**config.mk**
```make
export PLATFORM = sky130hd
export DESIGN_NAME = wb_arbiter
export DESIGN_NICKNAME = d
export VERILOG_FILES = /design/src/rtl/wb_pkg.sv /design/src/rtl/wb_fifo.sv /design/src/rtl/wb_arbiter.sv
export SDC_FILE = /design/constraint.sdc
export NUM_CORES = 1
export LEC_CHECK = 0
export CORE_ASPECT_RATIO = 2
export CORE_MARGIN = 5
export CORE_UTILIZATION = 46
export DETAILED_ROUTE_END_ITERATION = 7
export PLACE_DENSITY = 0.75
export SYNTH_ARGS = -nofsm -noshare
export SYNTH_HDL_FRONTEND = slang
export SYNTH_SLANG_ARGS = --single-unit
```
**constraint.sdc**
```tcl
create_clock -name clk -period 2.4 [get_ports clk]
set_clock_uncertainty 0.05 [all_clocks]
set_input_delay 0.48 -clock clk [delete_from_list [all_inputs] [get_ports clk]]
set_output_delay 0.48 -clock clk [all_outputs]
set_load 0.01 [all_outputs]
```
**src/rtl/wb_pkg.sv**
```systemverilog
// Shared defaults and types for the writeback arbiter and its port-1 FIFO.
package wb_pkg;

    localparam int unsigned DEF_ADDRESS_WIDTH = 5;
    localparam int unsigned DEF_DATA_WIDTH    = 32;

    typedef struct packed {
        logic [DEF_ADDRESS_WIDTH-1:0] rd;
        logic [DEF_DATA_WIDTH-1:0]    data;
    } wb_req_t;

    typedef enum logic {
        P0 = 1'b0,
        P1 = 1'b1
    } grant_t;

endpackage

```
**src/rtl/wb_fifo.sv**
```systemverilog
// Synchronous count-based FIFO buffering port-1 writeback requests.
// With WB_SCOREBOARD_EN defined, storage and per-entry valid flags are exported.
module wb_fifo #(
    parameter int unsigned WIDTH = 37,
    parameter int unsigned DEPTH = 4
) (
    input  logic                         clk,
    input  logic                         rst_n,
    input  logic                         push_i,
    input  logic                         pop_i,
    input  logic [WIDTH-1:0]             wdata_i,
    output logic [WIDTH-1:0]             rdata_o,
    output logic                         full_o,
    output logic                         empty_o
`ifdef WB_SCOREBOARD_EN
    ,
    output logic [DEPTH-1:0][WIDTH-1:0]  mem_o,
    output logic [DEPTH-1:0]             valid_o
`endif
);

    localparam int unsigned PW = $clog2(DEPTH);

    logic [DEPTH-1:0][WIDTH-1:0] mem_q;
    logic [PW-1:0]               wr_ptr_q, wr_ptr_d;
    logic [PW-1:0]               rd_ptr_q, rd_ptr_d;
    logic [PW:0]                 count_q, count_d;
    logic                        do_push, do_pop;

    assign full_o  = (count_q == (PW+1)'(DEPTH));
    assign empty_o = (count_q == '0);
    assign do_push = push_i && !full_o;
    assign do_pop  = pop_i && !empty_o;
    assign rdata_o = mem_q[rd_ptr_q];

    // Power-of-two depth: pointer overflow is the modulo wrap.
    always_comb begin
        wr_ptr_d = do_push ? wr_ptr_q + PW'(1) : wr_ptr_q;
        rd_ptr_d = do_pop  ? rd_ptr_q + PW'(1) : rd_ptr_q;
        count_d  = count_q;
        if (do_push && !do_pop) count_d = count_q + (PW+1)'(1);
        if (do_pop && !do_push) count_d = count_q - (PW+1)'(1);
    end

    always_ff @(posedge clk) begin
        if (!rst_n) begin
            wr_ptr_q <= '0;
            rd_ptr_q <= '0;
            count_q  <= '0;
        end else begin
            wr_ptr_q <= wr_ptr_d;
            rd_ptr_q <= rd_ptr_d;
            count_q  <= count_d;
        end
    end

    always_ff @(posedge clk) begin
        if (do_push) mem_q[wr_ptr_q] <= wdata_i;
    end

`ifdef WB_SCOREBOARD_EN
    assign mem_o = mem_q;

    always_comb begin
        valid_o = '0;
        for (int unsigned i = 0; i < DEPTH; i++) begin
            valid_o[i] = ({1'b0, PW'(i) - rd_ptr_q} < count_q);
        end
    end
`endif

endmodule

```
**src/rtl/wb_arbiter.sv**
```systemverilog
// Writeback arbiter: round-robin merge of port 0 (ALU) and FIFO-buffered port 1 onto one write port.
// Define WB_SCOREBOARD_EN to build the per-register pending-write flags on busy_vec.
module wb_arbiter
    import wb_pkg::*;
#(
    parameter int unsigned ADDRESS_WIDTH = DEF_ADDRESS_WIDTH,
    parameter int unsigned DATA_WIDTH    = DEF_DATA_WIDTH,
    parameter int unsigned P1_DEPTH      = 4
) (
    input  logic                        clk,
    input  logic                        rst_n,
    input  logic                        p0_valid,
    output logic                        p0_ready,
    input  logic [ADDRESS_WIDTH-1:0]    p0_rd,
    input  logic [DATA_WIDTH-1:0]       p0_data,
    input  logic                        p1_valid,
    output logic                        p1_ready,
    input  logic [ADDRESS_WIDTH-1:0]    p1_rd,
    input  logic [DATA_WIDTH-1:0]       p1_data,
    output logic                        WE3,
    output logic [ADDRESS_WIDTH-1:0]    AD3,
    output logic [DATA_WIDTH-1:0]       WD3,
    output logic [2**ADDRESS_WIDTH-1:0] busy_vec
);

    localparam int unsigned REQ_W = ADDRESS_WIDTH + DATA_WIDTH;

    typedef struct packed {
        logic [ADDRESS_WIDTH-1:0] rd;
        logic [DATA_WIDTH-1:0]    data;
    } req_t;

    req_t                      head;
    logic                      fifo_full, fifo_empty;
    logic                      grant_p0, grant_p1;
    grant_t                    last_grant_q, last_grant_d;
    logic                      we_q, we_d;
    logic [ADDRESS_WIDTH-1:0]  ad_q, ad_d;
    logic [DATA_WIDTH-1:0]     wd_q, wd_d;

`ifdef WB_SCOREBOARD_EN
    logic [P1_DEPTH-1:0][REQ_W-1:0] fifo_mem;
    logic [P1_DEPTH-1:0]            fifo_valid;
`endif

    wb_fifo #(
        .WIDTH (REQ_W),
        .DEPTH (P1_DEPTH)
    ) u_p1_fifo (
        .clk     (clk),
        .rst_n   (rst_n),
        .push_i  (p1_valid && p1_ready),
        .pop_i   (grant_p1),
        .wdata_i ({p1_rd, p1_data}),
        .rdata_o (head),
        .full_o  (fifo_full),
        .empty_o (fifo_empty)
`ifdef WB_SCOREBOARD_EN
        ,
        .mem_o   (fifo_mem),
        .valid_o (fifo_valid)
`endif
    );

    assign p1_ready = !fifo_full;
    assign p0_ready = fifo_empty || (last_grant_q == P1);

    // p0_ready already encodes the round-robin decision, so a p0 transfer is exactly a P0 grant.
    assign grant_p0 = p0_valid && p0_ready;
    assign grant_p1 = !fifo_empty && !grant_p0;

    always_comb begin
        last_grant_d = last_grant_q;
        we_d         = 1'b0;
        ad_d         = ad_q;
        wd_d         = wd_q;
        if (grant_p0) begin
            last_grant_d = P0;
            we_d         = (p0_rd != '0);
            ad_d         = p0_rd;
            wd_d         = p0_data;
        end else if (grant_p1) begin
            last_grant_d = P1;
            we_d         = (head.rd != '0);
            ad_d         = head.rd;
            wd_d         = head.data;
        end
    end

    always_ff @(posedge clk) begin
        if (!rst_n) begin
            last_grant_q <= P1;
            we_q         <= 1'b0;
            ad_q         <= '0;
            wd_q         <= '0;
        end else begin
            last_grant_q <= last_grant_d;
            we_q         <= we_d;
            ad_q         <= ad_d;
            wd_q         <= wd_d;
        end
    end

    assign WE3 = we_q;
    assign AD3 = ad_q;
    assign WD3 = wd_q;

`ifdef WB_SCOREBOARD_EN
    always_comb begin
        busy_vec = '0;
        for (int unsigned i = 0; i < P1_DEPTH; i++) begin
            if (fifo_valid[i]) busy_vec[fifo_mem[i][REQ_W-1 -: ADDRESS_WIDTH]] = 1'b1;
        end
        if (we_q) busy_vec[ad_q] = 1'b1;
        busy_vec[0] = 1'b0;
    end
`else
    assign busy_vec = '0;
`endif

endmodule

```
## After elaboration in Yosys (flattened, before gate mapping)

Index checks and enable logic that the tools add are counted.

| cells by class | value |
|---|---|
| add/subtract/negate cells | 4 |
| multiply operators | 0 |
| divide/modulo/power cells | 0 |
| order comparisons | 3 |
| eq/ne operators | 1 |
| shift operators | 0 |
| multiplexer cells | 15 |
| bitwise gates (word level) | 0 |
| reduce and logical (&&, ||, !) cells | 19 |

Operators with widths:

| kind | count |
|---|---|
| bitwise mux 148 bit | 1 |
| binary-select mux 37 bit (select 2 bit) | 1 |
| demux 37 bit (select 2 bit) | 1 |
| 2-to-1 mux 37 bit | 2 |
| 2-to-1 mux 32 bit | 2 |
| 2-to-1 mux 5 bit | 2 |
| nonzero test 5 bit | 2 |
| logical AND 1 bit | 8 |
| < comparator 2 x 3 -> 1 bit (second input constant) | 2 |
| 2-to-1 mux 3 bit | 2 |
| zero test 1 bit | 5 |
| adder 2 x 1 -> 2 bit (second input constant) | 2 |
| 2-to-1 mux 1 bit | 4 |
| nonzero test 2 bit | 2 |
| adder 3 x 1 -> 3 bit (second input constant) | 1 |
| equality test 3 bit (second input constant) | 1 |
| zero test 3 bit | 1 |
| subtractor 3 x 1 -> 3 bit (second input constant) | 1 |
| greater-or-equal comparator 2 x 1 -> 1 bit (second input constant) | 1 |
| logical OR 1 bit | 1 |

| word-level totals | value |
|---|---|
| register bits after elaboration | 194 |
| bits in latches | 0 |
| memory bits (writable) | 0 |
| ROM bits | 0 |
| logic and storage cells | 53 |
| memories kept | 0 |

## Depth between registers and ports, before layout

| depth | value |
|---|---|
| word-level depth | 10 |
| mapped depth | 9 |

## Hierarchy

A second synthesis with hierarchy kept.

| second synthesis, totals | value |
|---|---|
| cells, all modules | 457 |
| area, all modules | 8039.0 µm² |

Modules (own cells, without submodules):

| module | instances | cells an instance | area each (µm²) |
|---|---|---|---|
| wb_fifo | 1 | 245 | 5933.2 |
| wb_arbiter | 1 | 212 | 2105.8 |

## Worst setup path after synthesis

Ideal clock, no wire load.

| timing | value |
|---|---|
| path type | flip-flop to flip-flop |
| start | register u_p1_fifo.count_q[0] |
| end | register u_p1_fifo.count_q[2] |
| library setup time | 0.076 ns |
| arrival time | 2.254 ns |
| data required time | 2.274 ns |
| path slack | 0.021 ns |
| cell stages (with the launch flop) | 10 |
| buffers on the path | 0 |
| period minus slack after synthesis | 2.379 ns |
| path through | dfxtp_1 > or3b_1 > and2_1 > inv_1 > ha_1 > inv_1 > fa_1 > xor2_1 > or3_1 > a21boi_0 |

RTL lines:

| what | line | source |
|---|---|---|
| start, declared | wb_fifo.sv:27 | `logic [PW:0] count_q, count_d;` |
| start signal, assigned | wb_fifo.sv:53 | `count_q <= count_d;` |
| equality test 3 bit (*) | wb_fifo.sv:30 | `assign full_o = (count_q == (PW+1)'(DEPTH));` |
| zero test 1 bit (*) | wb_arbiter.sv:65 | `assign p1_ready = !fifo_full;` |
| net p1_ready | wb_arbiter.sv:17 | `output logic p1_ready,` |
| logical AND 1 bit | wb_arbiter.sv:52 | `.push_i (p1_valid && p1_ready),` |
| logical AND 1 bit (*) | wb_fifo.sv:32 | `assign do_push = push_i && !full_o;` |
| zero test 1 bit | wb_fifo.sv:42 | `if (do_pop && !do_push) count_d = count_q - (PW+1)'(1);` |
| logical AND 1 bit | wb_fifo.sv:42 |  |
| 2-to-1 mux 3 bit / nonzero test 2 bit (equally long branches) | -- |  |

The timed path passes the listed nets; every way through them passes the cells marked *. The select of a mux whose other input is x is not followed.
A chain may end at the register's enable or synchronous reset.

## Worst setup path in the final report

| timing | value |
|---|---|
| start | register u_p1_fifo.count_q[1] |
| end | output port p1_ready |

| between the ends | value |
|---|---|
| cells in the longest elaborated chain, start to end | 2 |

Ends and longest elaborated chain:

| what | line |
|---|---|
| equality test 3 bit | wb_fifo.sv:30 |
| zero test 1 bit | wb_arbiter.sv:65 |
| end, declared | wb_arbiter.sv:17 |

No other way between the ends.

==> metrics <==
Root Driver=clkbuf_16; syn_area_per_cell=15.8 µm²; sequential cell area fraction in the yosys report=0.704; NumNets Final=694; crit path launch=u_p1_fifo.count_q[1]; f_max=432 MHz; maxcap violations=0; num rows=66; initial antenna violation count=2; TritonRoute pass-1 iters=4; vias in the first global route=4761; Hold WS=0.486 ns; Final period util=0.965; top_reg_cell synth=edfxtp_1; Syn-to-layout area delta=27.8%; slowest CP cell=clkdlybuf4s50_1; EDFF count, synth=148; DR vias/cell=5.30; Least-Margin Pin Slew=0.953 ns; CP max stage delay=0.47 ns; crit path kind=flip-flop to output pin; H-tree depth=4; Inst Count DP=795; detailed-route via count=4397; Reg clk slew, reported paths=0.07 ns; post-synthesis cell count=481; Final Slew Violations=0; clock sinks=194; FFs w/ async S/R, synth=0; layout cells sized above 1=0.165; TritonCTS clock tree=yes; Worst Hold Path Cells=2; Hold Path Class=flip-flop to flip-flop; Longest Clk Path Bufs=2; Final Hold Vio Count=0; RSZ-0062 raised after global routing=yes; Skew-Pair Late Insertion Delay=0.43 ns; reg-to-reg endpoint=u_p1_fifo.count_q[2]; post-synthesis cell area=7620 µm²; CP Cell Sequence=or3b_4, buf_4, clkdlybuf4s50_1; Crit Reg-Reg Startpoint=u_p1_fifo.count_q[1]; die width=101 µm; commonest cells after routing, fill and taps aside=edfxtp_1, clkdlybuf4s50_1, nand2_1; GRT Total Usage=0.176; IO Count=150; Initial Util=0.468; Worst VDD drop=0.584 mV; min-delay src=u_p1_fifo.wr_ptr_q[1]; final setup vio count=0; die height=192 µm; first-pass GRT wire length=25300 µm; CP Max Fanout=5; Cell variety after synth=34; Slew headroom=0.363; synth warn=0; CP Capture Type=output pin; worst reg-to-reg setup slack=0.09 ns; commonest non-fill, non-tap cell in the layout=edfxtp_1; CP required=1.87 ns; overall routed net length=16200 µm; # DRC=0; Finished Core Util=0.598; Min-Delay Endpoint=u_p1_fifo.wr_ptr_q[1]; die area=19400 µm²; Worst Reg-to-Reg Cells=9; largest net degree at the start of global routing=48; Detailed Route Iter0 Violations=290; Final ANT Viol Nets=0; remaining global-route overflow=0; HPWL after detailed placement=10600 µm; port bufs=117; status=finished clean; Lkg Pwr=3.35 nW; WL/cell=19.6 µm; Worst Setup Start Kind=flip-flop; Worst Path Arrival=1.79 ns; Core Region=16300 µm²; gp weighted congestion=0.727; TritonCTS Buffers=17; Cell Count, Final, Fillers Out=830; Tmin final=2.32 ns; Pwr per Cell Area=1040 nW/µm²; Synth Register Bits=194
## worst max-delay path, delay by kind of cell, from the launching register on
kind          cells  cell delay [ns]
simple gates      1             0.38
flops             1             0.35
buf+inv           2             0.63
## through the flow
step	TNS [ns]	cell area, µm²	setup WS, ns	total power [mW]
after floorplan	0	7740	0.0207	6.01
after global placement	-0.0418	9060	-0.0418	7.08
after detailed placement	-0.194	9060	-0.194	7.20
after CTS	0	9710	0.0157	10.3
after global routing	-0.00257	9730	-0.00257	10.7
final	0	9740	0.0833	10.2
## registers in the layout (all words and copies together), names as in the netlist
| name | count |
|---|---|
| WE3 | 1 |
| u_p1_fifo.count_q | 3 |
| AD3 | 5 |
| u_p1_fifo.rd_ptr_q | 2 |
| WD3 | 32 |
| u_p1_fifo.mem_q | 148 |
| u_p1_fifo.wr_ptr_q | 2 |
| last_grant_q | 1 |
## area by class of cell
class | count | area (µm²)
clock buffer | 17 | 425
sequential | 194 | 5370
inverter | 6 | 22.5
antenna | 3 | 7.51
clock inverter | 15 | 220
multi-input combinational | 253 | 2030
timing repair buffer | 138 | 1400
fill | 1210 | 6530
tap | 204 | 255
## Yosys cell counts (3+ instances only)
master / count / share of area
a222oi_1: 5 / 0.0066
a31oi_1: 32 / 0.026
and2_1: 5 / 0.0041
and3_1: 4 / 0.0033
buf_2: 8 / 0.0053
buf_4: 32 / 0.032
clkbuf_1: 18 / 0.0089
dfxtp_1: 46 / 0.12
edfxtp_1: 148 / 0.58
ha_1: 5 / 0.0082
inv_1: 6 / 0.0030
mux4_1: 4 / 0.014
mux4_2: 33 / 0.098
nand2_1: 69 / 0.034
nand2b_1: 3 / 0.0025
nor2b_1: 5 / 0.0041
o21ai_0: 35 / 0.023
## what timing repair did
action	in CTS	in global routing
pin swaps	0	1
cloned	0	0
hold endpoints to repair	0	0
hold buffers	0	0
buffers inserted	0	0
setup endpoints to repair	2	3
gates resized for setup	3	7
## cells by family after synthesis
group,after synthesis,synth area share
other cells,1,0.000492
mux,39,0.114
flops,194,0.704
simple gates,93,0.0542
compound gates,79,0.0617
buf+inv,65,0.0501
xor+xnor,4,0.00460
fa+ha+maj,6,0.0108
## worst max path at each step
stage / endpoint / slack, ns
4_1_cts: u_p1_fifo.count_q[2] / 0.02
3_3_place_gp: u_p1_fifo.count_q[2] / -0.04
2_1_floorplan: u_p1_fifo.count_q[2] / 0.02
6_report: p1_ready / 0.08
3_5_place_dp: u_p1_fifo.count_q[2] / -0.19
5_1_grt: u_p1_fifo.count_q[2] / -0.003
## layer usage
metal / share of wire / vias up / track usage
li1: - / 2042 / -
met1: 0.34 / 2192 / 0.184
met2: 0.58 / 142 / 0.329
met3: 0.051 / 21 / 0.0378
met4: 0.023 / 0 / 0.0758
met5: 0 / - / 0
## power by group
group,total [mW],switching [mW],internal (mW)
logic,2.76,1.35,1.41
registers,4.38,0.222,4.16
clock network,3.03,1.25,1.78
Power figures use the tool's default switching activity.
